**config.mk**
```make
export PLATFORM = sky130hd
export DESIGN_NAME = pipe_stage_reg
export DESIGN_NICKNAME = d
export VERILOG_FILES = /design/src/rtl/pipe_stage_reg.sv
export SDC_FILE = /design/constraint.sdc
export NUM_CORES = 1
export LEC_CHECK = 0
export CELL_PAD_IN_SITES_DETAIL_PLACEMENT = 1
export CELL_PAD_IN_SITES_GLOBAL_PLACEMENT = 1
export CORE_MARGIN = 4
export CORE_UTILIZATION = 28
export CTS_BUF_LIST = sky130_fd_sc_hd__clkbuf_8
export DETAILED_ROUTE_END_ITERATION = 16
export GPL_ROUTABILITY_DRIVEN = 0
export HOLD_SLACK_MARGIN = 0.06
export PLACE_DENSITY_LB_ADDON = 0.1
export SLEW_MARGIN = 20
export SYNTH_ARGS = -nofsm -noshare
export SYNTH_HDL_FRONTEND = slang
export SYNTH_SLANG_ARGS = --single-unit
```
**constraint.sdc**
```tcl
create_clock -name clk -period 1.3 [get_ports clk]
set_input_delay 0.325 -clock clk [delete_from_list [all_inputs] [get_ports clk]]
set_output_delay 0.325 -clock clk [all_outputs]
set_load 0.03 [all_outputs]
```
**src/rtl/pipe_stage_reg.sv**
```systemverilog
// Single pipeline register stage with valid/ready handshake, flush and a
// saturating back-pressure counter.
// Build option: define PIPE_STAGE_SKID_EN to add a skid entry. That build
// registers in_ready and removes the combinational out_ready -> in_ready path.
module pipe_stage_reg #(
  parameter int unsigned DATA_W  = 32,
  parameter int unsigned RD_W    = 5,
  parameter int unsigned FLAGS_W = 17,
  parameter int unsigned CNT_W   = 8
) (
  input  logic               clk,
  input  logic               rst_n,
  input  logic               flush,
  input  logic               in_valid,
  output logic               in_ready,
  input  logic [DATA_W-1:0]  in_result,
  input  logic [RD_W-1:0]    in_rd,
  input  logic [FLAGS_W-1:0] in_flags,
  output logic               out_valid,
  input  logic               out_ready,
  output logic [DATA_W-1:0]  out_result,
  output logic [RD_W-1:0]    out_rd,
  output logic [FLAGS_W-1:0] out_flags,
  output logic [CNT_W-1:0]   stall_cnt
);

  typedef struct packed {
    logic [DATA_W-1:0]  result;
    logic [RD_W-1:0]    rd;
    logic [FLAGS_W-1:0] flags;
  } entry_t;

  localparam logic [CNT_W-1:0] CNT_MAX = {CNT_W{1'b1}};

  entry_t in_entry;
  entry_t main_q;
  logic   main_valid_q;
  logic   in_fire;
  logic   out_fire;

  assign in_entry = '{result: in_result, rd: in_rd, flags: in_flags};
  assign out_fire = main_valid_q && out_ready;
  assign in_fire  = in_valid && in_ready;

`ifdef PIPE_STAGE_SKID_EN
  entry_t skid_q;
  logic   skid_valid_q;
  logic   in_ready_q;

  // in_ready is registered as "skid empty" so out_ready never reaches it combinationally
  assign in_ready = in_ready_q;

  // Main/skid storage: skid catches an input that arrives while main is stalled
  always_ff @(posedge clk or negedge rst_n) begin
    if (!rst_n) begin
      main_valid_q <= 1'b0;
      main_q       <= '0;
      skid_valid_q <= 1'b0;
      skid_q       <= '0;
      in_ready_q   <= 1'b1;
    end else if (flush) begin
      main_valid_q <= 1'b0;
      main_q       <= '0;
      skid_valid_q <= 1'b0;
      skid_q       <= '0;
      in_ready_q   <= 1'b1;
    end else if (skid_valid_q) begin
      // in_ready is low here, so only draining is possible
      if (out_fire) begin
        main_q       <= skid_q;
        skid_valid_q <= 1'b0;
        skid_q       <= '0;
        in_ready_q   <= 1'b1;
      end
    end else if (in_fire) begin
      if (main_valid_q && !out_ready) begin
        skid_q       <= in_entry;
        skid_valid_q <= 1'b1;
        in_ready_q   <= 1'b0;
      end else begin
        main_q       <= in_entry;
        main_valid_q <= 1'b1;
      end
    end else if (out_fire) begin
      main_valid_q <= 1'b0;
      main_q       <= '0;
    end
  end
`else
  // Single entry: accept when empty or when the held entry leaves this edge
  assign in_ready = !main_valid_q || out_ready;

  // Main storage: a simultaneous in/out transfer replaces the held entry
  always_ff @(posedge clk or negedge rst_n) begin
    if (!rst_n) begin
      main_valid_q <= 1'b0;
      main_q       <= '0;
    end else if (flush) begin
      main_valid_q <= 1'b0;
      main_q       <= '0;
    end else if (in_fire) begin
      main_valid_q <= 1'b1;
      main_q       <= in_entry;
    end else if (out_fire) begin
      main_valid_q <= 1'b0;
      main_q       <= '0;
    end
  end
`endif

  // Count consecutive stalled cycles, saturating; holds while the stage is empty
  always_ff @(posedge clk or negedge rst_n) begin
    if (!rst_n) begin
      stall_cnt <= '0;
    end else if (flush || out_fire) begin
      stall_cnt <= '0;
    end else if (main_valid_q && !out_ready && (stall_cnt != CNT_MAX)) begin
      stall_cnt <= stall_cnt + CNT_W'(1);
    end
  end

  // Payload registers are zeroed whenever invalid, so bubbles read as zero
  assign out_valid  = main_valid_q;
  assign out_result = main_q.result;
  assign out_rd     = main_q.rd;
  assign out_flags  = main_q.flags;

endmodule
```
# Yosys cells after proc, flatten, opt, wreduce, memory -nomap -nowiden
# Cells that the tools add are included.
op_classes:
  addsub: 1
  n_eq_ne: 1
  n_mux: 8
  reduce_logical: 10
ops:
  columns: ["operator", "count"]
  rows:
  - ["$mux 54", 3]
  - ["$mux 8", 2]
  - ["$add 8x1->8 const B", 1]
  - ["$ne 8x8->1 const B", 1]
  - ["$logic_and 1x1->1", 4]
  - ["$mux 1", 3]
  - ["$reduce_bool 3->1", 1]
  - ["$logic_not 1->1", 2]
  - ["$logic_or 1x1->1", 2]
  - ["$reduce_bool 2->1", 1]
word_totals:
  ff_bits: 63
  inputBits: 59
  word_cells: 25

# Longest topological paths before layout
# Gate-level depths: netlist of the first run.
logic_depth:
  word_depth: 5
  ltp_mapped: 5
  depth_no_buf: 5

# Worst setup path before layout of the first run
# Ideal clock, no wire load.
synth_path:
  kind: "reg2reg"
  startpoint: "register stall_cnt[0]"
  endpoint: "register stall_cnt[5]"
  setup_ns: 0.077
  arrival_time_ns: 1.515
  path_slack_ns: -0.293
  stages_incl_launch_ff: 6
  n_path_buf: 0
  cell_sequence: "dfrtp_1 -> ha_1 -> nand3_1 -> nor2_1 -> or4_1 -> a21oi_1"
synth_via:
  elab_chain_len: 3
synth_rtl:
  columns: ["item", "line", "rtl"]
  rows:
  - ["start: declaration", "24", "output logic [CNT_W-1:0] stall_cnt"]
  - ["start signal: assignment", "118", "stall_cnt <= stall_cnt + CNT_W'(1);"]
  - ["$add 8x1->8 or $ne 8x8->1 (tied branches)", "118, 117", null]
  - ["$mux 8 or $logic_and 1x1->1 (tied branches)", "117", "end else if (main_valid_q && !out_ready && (stall_cnt != CNT_MAX)) begin"]
  - ["$mux 8 or $reduce_bool 2->1 (tied branches)", null, null]
# Several ways; a longest one is shown, not always the timed one. The select of a mux whose other input is x is not followed.
# A chain may end at the register's enable or synchronous reset.

# Final worst setup path of the first run
layout_path:
  startpoint: "register main_valid_q (netlist: out_valid)"
  endpoint: "output in_ready"
layout_via:
  elab_chain_len: 2
layout_rtl:
  columns: ["item", "line", "rtl"]
  rows:
  - ["start: declaration", "37", "logic main_valid_q;"]
  - ["start signal: assignment", "96", "main_valid_q <= 1'b0;"]
  - ["start signal: assignment", "99", "main_valid_q <= 1'b0;"]
  - ["start signal: assignment", "102", "main_valid_q <= 1'b1;"]
  - ["$logic_not 1->1", "91", "assign in_ready = !main_valid_q || out_ready;"]
  - ["$logic_or 1x1->1", "91", null]
  - ["end: declaration", "15", "output logic in_ready,"]
# No other way between the ends.

==> impl_results.md, run 1 <==
- Outcome: finished, violations left
- Failing checks: setup timing
- Layout cell share with drive strength beyond 1: 0.418
- Most frequent cell after synthesis: dfrtp_1
- Buffers added on ports: 122
- Via count: ~2,100
- Synth unique cells: 29
- Hold Crit Class: flop to flop
- Crit path from: out_valid
- Cell breakdown of the critical path: and2b_2 -> clkinvlp_4 -> buf_6
- Clock sink count: 63
- Pre-CTS setup slack: -0.555 ns
- Worst setup margin: -0.239 ns
- Ys Warns: 0
- Initial antenna violation count: 0
- Most common library cells after synthesis: 63 x dfrtp_1, 54 x a22o_1, 6 x buf_4, 6 x nor2_1
- Post-layout instance area: ~0.0043 mm^2
- Crit path time final: about 1.5 ns
- Htree depth: 3
- Antenna Violating Nets Remaining: 0
- Crit-path max cell delay: approximately 0.42 ns
- Buffers & Inverters on Critical Path: 2
- Placed Area: between 0.003 and 0.004 mm^2
- Largest net degree at the start of global routing: 64
- Dpl hpwl: about 5 mm
- Critical path class: flop to output pin
- Critical Path RT: ~1 ns
- Row count: 33
- Post-Route Skew: 0.00685 ns
- CP delay by family, top: flip-flops
- FF+latch count, synth: 63
- PwrDens: 1140 mW/mm^2
- I/O pins: between 100 and 150
- Mapped cell area: ~0.0024 mm^2
- Main area contributors after synthesis: dfrtp_1 65%, a22o_1 19%, buf_6 2.3%
- Post-synth EDFFs: 0
- Hold Crit Start: out_flags[8]
- Core area: approximately 0.0083 mm^2
- Slew at the pin with the worst max-slew slack: roughly 0.34 ns
- Fin util: 0.515
- Initial core utilization: 0.291
- # DRC: 0
- Syn_nets: ~230
- Share of the synthesized area in the top cell type: 0.649
- Routed wire length: around 8.2 mm
- Cell taking the most area after synthesis: dfrtp_1
- Seq/Total Area, Yosys: 0.649
- First-pass GRT wire length: 12.3 mm
- Max-cap violations: 0
- Hold WS: between 0.5 and 0.6 ns
- Die Span Y: 101 um
- CTS root buffer: clkbuf_8
- Setup Viol. Count Final: between 60 and 70
- Setup TNS: -12.60 ns
- Main synth FF type: dfrtp_1
- Layout area overhead: 76.9%
- CP startpoint kind: flop
- Tcrit/Tclk final: 1.18
- CP max FO: 3
- Final Max Slew Viols: 0
- Pleak: just over 2 nW
- Vias in the first global route: ~2,400
- Fin. Hold Viols: 0
- Vias per cell: slightly below 5
- First drt pass iteration count: 4
- R2R Path Start: out_valid
- GRT Util Overall: 0.156
- Detailed Route Iter0 Violations: 45
- Wirelength per Cell: around 18 um
- VDD IR max: 0.000511 V
- Max Fclk: 650 MHz
- Worst EP arrival: between 1 and 1.5 ns
- Layout fillers: 871
- Rel. slew slack: 0.774
- Cts bufs inserted: 9
- CTS clk-pin slew, worst paths: 0.07 ns
- Mean Syn Cell Area: about 14 um^2
- # diodes: 0
- Max clock buf depth: 2
- CTS tree: built
- Slowest cell on crit path: dfrtp_2
- GRT overflow: 0
- Width of the die: 101 um
- Worst skew pair latency: 0.34 ns
- Syn Inst Count: approximately 170
- Endpoint class of the critical path: output pin
- RSZ-0062 raised after global routing: true
- NumNets Final: ~400
- Asr flop ratio synth: 1.00
- Die area: around 0.01 mm^2
## worst register-to-register path, delay by kind of cell, from the launching register on
family | cells | cell delay, ns
flip-flops | 1 | 0.42
buffers and inverters | 3 | 0.46
AND/OR/NAND/NOR | 2 | 0.46
AO/OA/AOI/OAI | 1 | 0.13
## routing by layer
layer | share of wire | GRT usage | wire length, um
met4 | 0.012 | 0.0460 | 99
met2 | 0.48 | 0.251 | 3890
met1 | 0.44 | 0.199 | 3630
met3 | 0.068 | 0.0561 | 552
met5 | 0 | 0 | 0
## repair_timing
item                                    in CTS  in global routing
endpoints found under the hold margin       63                  0
endpoints found under the setup margin      70                 72
hold buffers                                 1                  0
cloned                                       1                  2
pin swaps                                    5                  6
gates resized for setup                     25                  8
buffers inserted                            16                  3
## final cells by class
type | instances | area [um^2] | share of cell area
Tap cell | 105 | 131 | 0.0306
Sequential cell | 63 | 1580 | 0.369
Multi-Input combinational cell | 95 | 816 | 0.190
Clock buffer | 13 | 179 | 0.0417
Inverter | 2 | 11.3 | 0.00262
Timing Repair Buffer | 162 | 1530 | 0.357
Clock inverter | 2 | 37.5 | 0.00874
## layout by cell type (no fill, tap or decap), types with 3 or more instances in the layout
| cell | synthesis | layout |
|---|---|---|
| nor2_1 | 6 | 5 |
| clkdlybuf4s50_1 | 0 | 56 |
| buf_6 | 5 | 19 |
| a21oi_2 | 0 | 3 |
| clkbuf_8 | 0 | 13 |
| buf_12 | 0 | 4 |
| dfrtp_2 | 0 | 6 |
| buf_4 | 6 | 77 |
| a22o_1 | 54 | 54 |
| dfrtp_1 | 63 | 57 |
| nand2_1 | 5 | 4 |
## stage by stage
| stage | cells | power [W] |
|---|---|---|
| 3_5_place_dp | 405 | 0.00305 |
| 2_1_floorplan | 172 | 0.00259 |
| 5_1_grt | 442 | 0.00512 |
| 3_3_place_gp | 405 | 0.00304 |
| 6_report | 442 | 0.00491 |
| 4_1_cts | 438 | 0.00496 |
## power breakdown
| group | switching [W] | internal (W) |
|---|---|---|
| Combinational | 0.000478 | 0.000456 |
| Clock | 0.000753 | 0.00108 |
| Sequential | 0.0000675 | 0.00207 |
| Total | 0.00130 | 0.00361 |
## registers in the layout, indices dropped and copies added (netlist names)
register and flops:
out_result 32, out_valid 1, out_rd 5, out_flags 17, stall_cnt 8
## path summary, 6_finish.rpt
path / to / cells past startpoint / slack [ns]
max: in_ready / 3 / -0.24
min: out_flags[8] / 1 / 0.51
max reg2reg: out_flags[6] / 6 / -0.23
min reg2reg: out_flags[8] / 1 / 0.51
max in group asynchronous: out_valid / 3 / 0.48
min in group asynchronous: out_result[0] / 3 / 0.53
## cells by family (layout without fill, tap and decap cells)
kind of cell / Yosys count / in the layout / share of synthesized area
AO/OA/AOI/OAI: 66 / 66 / 0.229
XOR/XNOR: 1 / 1 / 0.00361
adder cells (fa/ha/maj): 1 / 1 / 0.00515
buffers and inverters: 14 / 179 / 0.0469
flip-flops: 63 / 63 / 0.649
multiplexers: 2 / 2 / 0.00825
AND/OR/NAND/NOR: 25 / 25 / 0.0577
No activity file was read; power rests on OpenSTA's default activity.
==> run 2: changes to the inputs <==
--- a/config.mk
+++ b/config.mk
@@ -5,6 +5,7 @@
 export SDC_FILE = /design/constraint.sdc
 export NUM_CORES = 1
 export LEC_CHECK = 0
+export ABC_AREA = 0
 export CELL_PAD_IN_SITES_DETAIL_PLACEMENT = 1
 export CELL_PAD_IN_SITES_GLOBAL_PLACEMENT = 1
 export CORE_MARGIN = 4
@@ -12,8 +13,9 @@
 export CTS_BUF_LIST = sky130_fd_sc_hd__clkbuf_8
 export DETAILED_ROUTE_END_ITERATION = 16
 export GPL_ROUTABILITY_DRIVEN = 0
-export HOLD_SLACK_MARGIN = 0.06
+export HOLD_SLACK_MARGIN = 0.02
 export PLACE_DENSITY_LB_ADDON = 0.1
+export REMOVE_ABC_BUFFERS = 1
 export SLEW_MARGIN = 20
 export SYNTH_ARGS = -nofsm -noshare
 export SYNTH_HDL_FRONTEND = slang
==> impl_results.md, run 2 (same netlist as run 1, synthesis figures left out) <==
- Outcome: finished, violations left
- Failing checks: setup timing
- CP startpoint kind: flop
- Psw: ~0.0012 W
- Layout fillers: about 870
- Wirelength per Cell: roughly 19 um
- Buffers added on ports: 122
- Initial core utilization: 0.291
- Power Internal: between 0.003 and 0.004 W
- # diodes: 0
- First drt pass iteration count: 4
- Tcrit/Tclk final: 1.21
- Vias in the first global route: about 2,400
- Die Span Y: 101 um
- Cts bufs inserted: 9
- RSZ-0062 raised after global routing: true
- Clk pwr share: 0.323
- Total power: approximately 0.0046 W
- Core area: roughly 0.0083 mm^2
- Worst EP arrival: 1.83 ns
- Multi-input logic area: 830 um^2
- Antenna Violating Nets Remaining: 0
- Final Max Slew Viols: 0
- I/O pins: ~120
- CP max FO: 8
- GRT overflow: 0
- Max-cap violations: 0
- GRT Util Overall: 0.162
- Die area: 0.0102 mm^2
- Post-layout instance area: ~0.0044 mm^2
- Critical Path RT: around 1.6 ns
- Sw frac: 0.270
- # DRC: 0
- Finished Layout Cells: between 400 and 500
- Endpoint class of the critical path: flop
- Clock sink count: 63
- Routed wire length: ~8.6 mm
- Width of the die: a little over 100 um
- VDD IR max: between 0.0005 and 0.0006 V
- PwrDens: between 1000 and 1500 mW/mm^2
- Slew at the pin with the worst max-slew slack: about 0.35 ns
- Initial antenna violation count: 0
- Detailed Route Iter0 Violations: 45
- Dpl hpwl: ~5.2 mm
- Rel. slew slack: 0.770
- Hold Crit Class: flop to flop
- Crit path time final: ~1.6 ns
- Worst skew pair latency: 0.33 ns
- Layout area overhead: 81.6%
- Fin util: 0.529
- NumNets Final: roughly 400
- Worst setup margin: -0.269 ns
- Largest net degree at the start of global routing: 64
- FF+latch area: ~0.0016 mm^2
- Post-Route Skew: 0.0117 ns
- Flop pwr share: 0.460
- CTS clk-pin slew, worst paths: approximately 0.070 ns
- Via count: between 2,000 and 2,500
- Commonest non-fill, non-tap cell in the layout: buf_4
- Max Fclk: roughly 640 MHz
- Number of flip-flops in the largest register: 32
- Pleak: 2.16 nW
- Gate power share: 0.217
- First-pass GRT wire length: roughly 13 mm
- Layout cell share with drive strength beyond 1: 0.423
- Max clock buf depth: 2
- CTS root buffer: clkbuf_8
- Vias per cell: 4.84
- Row count: 33
- Fin. Hold Viols: 0
- Pre-CTS setup slack: -0.566 ns
- CTS tree: built
- Setup Viol. Count Final: 70
- Critical path class: flop to flop
- Placed Area: 0.00371 mm^2
- Htree depth: 3
- Dpl cells: about 400
- Most frequent cells in the layout: 72 x buf_4, 62 x dfrtp_1, 56 x clkdlybuf4s50_1
## run 2: cell types whose count changed in the layout (fill, tap and decap cells not counted), sizes merged
| cell | before | now |
|---|---|---|
| clkbuf | 15 | 13 |
| bufinv | 1 | 0 |
| inv | 1 | 2 |
| clkinvlp | 2 | 0 |
| clkinv | 0 | 1 |
| buf | 102 | 111 |
## run 2: area by class of cell
type                       count  area share
timing repair buffer         170       0.383
sequential                    63       0.358
multi-input combinational     95       0.188
clock buffer                  12      0.0375
tap                          105      0.0298
inverter                       2     0.00227
clock inverter                 1     0.00114
## run 2: final timing paths
check	from	to	slack, ns	cells past startpoint
setup / recovery	out_valid	out_result[10]	-0.27	7
hold / removal	out_flags[0]	out_flags[0]	0.51	1
hold reg to reg	out_flags[0]	out_flags[0]	0.51	1
min in group asynchronous	rst_n	out_flags[13]	0.53	3
setup reg to reg	out_valid	out_result[10]	-0.27	7
max in group asynchronous	rst_n	out_result[17]	0.47	3
## run 2: metrics by stage
| step | setup TNS (ns) | hold slack, ns |
|---|---|---|
| after floorplan | -78.80 | 0.0294 |
| after global placement | -30.43 | 0.371 |
| after detailed placement | -31.50 | 0.367 |
| after CTS | -9.85 | 0.511 |
| after global routing | -17.52 | 0.524 |
| final | -12.68 | 0.508 |
## run 2: routing by layer
layer	GRT usage	share of wire
met5	0	0
met3	0.0678	0.069
met1	0.192	0.41
met2	0.273	0.52
met4	0.0368	0.0054
## run 2: power groups by stage
stage                     Clock (W)  Combinational, W  Sequential [W]
after CTS                   0.00157           0.00101         0.00213
after floorplan                   0          0.000161         0.00237
after global placement            0          0.000879         0.00216
after detailed placement          0          0.000891         0.00216
after global routing        0.00167           0.00107         0.00214
final                       0.00150           0.00100         0.00213
## run 2: timing repair
action,4_1_cts,5_1_grt
pin swaps,12,15
setup endpoints to repair,69,73
setup buffers,17,10
endpoints found under the hold margin,13,0
hold buffers,1,0
gates resized for setup,45,10
cloned,4,1
## run 2: critical path, stage by stage (launching register included)
cell	delay (ns)
dfrtp_1	0.39
and2b_2	0.23
buf_6	0.13
nor3b_4	0.18
buf_6	0.17
buf_6	0.13
clkbuf_16	0.15
a22o_1	0.12
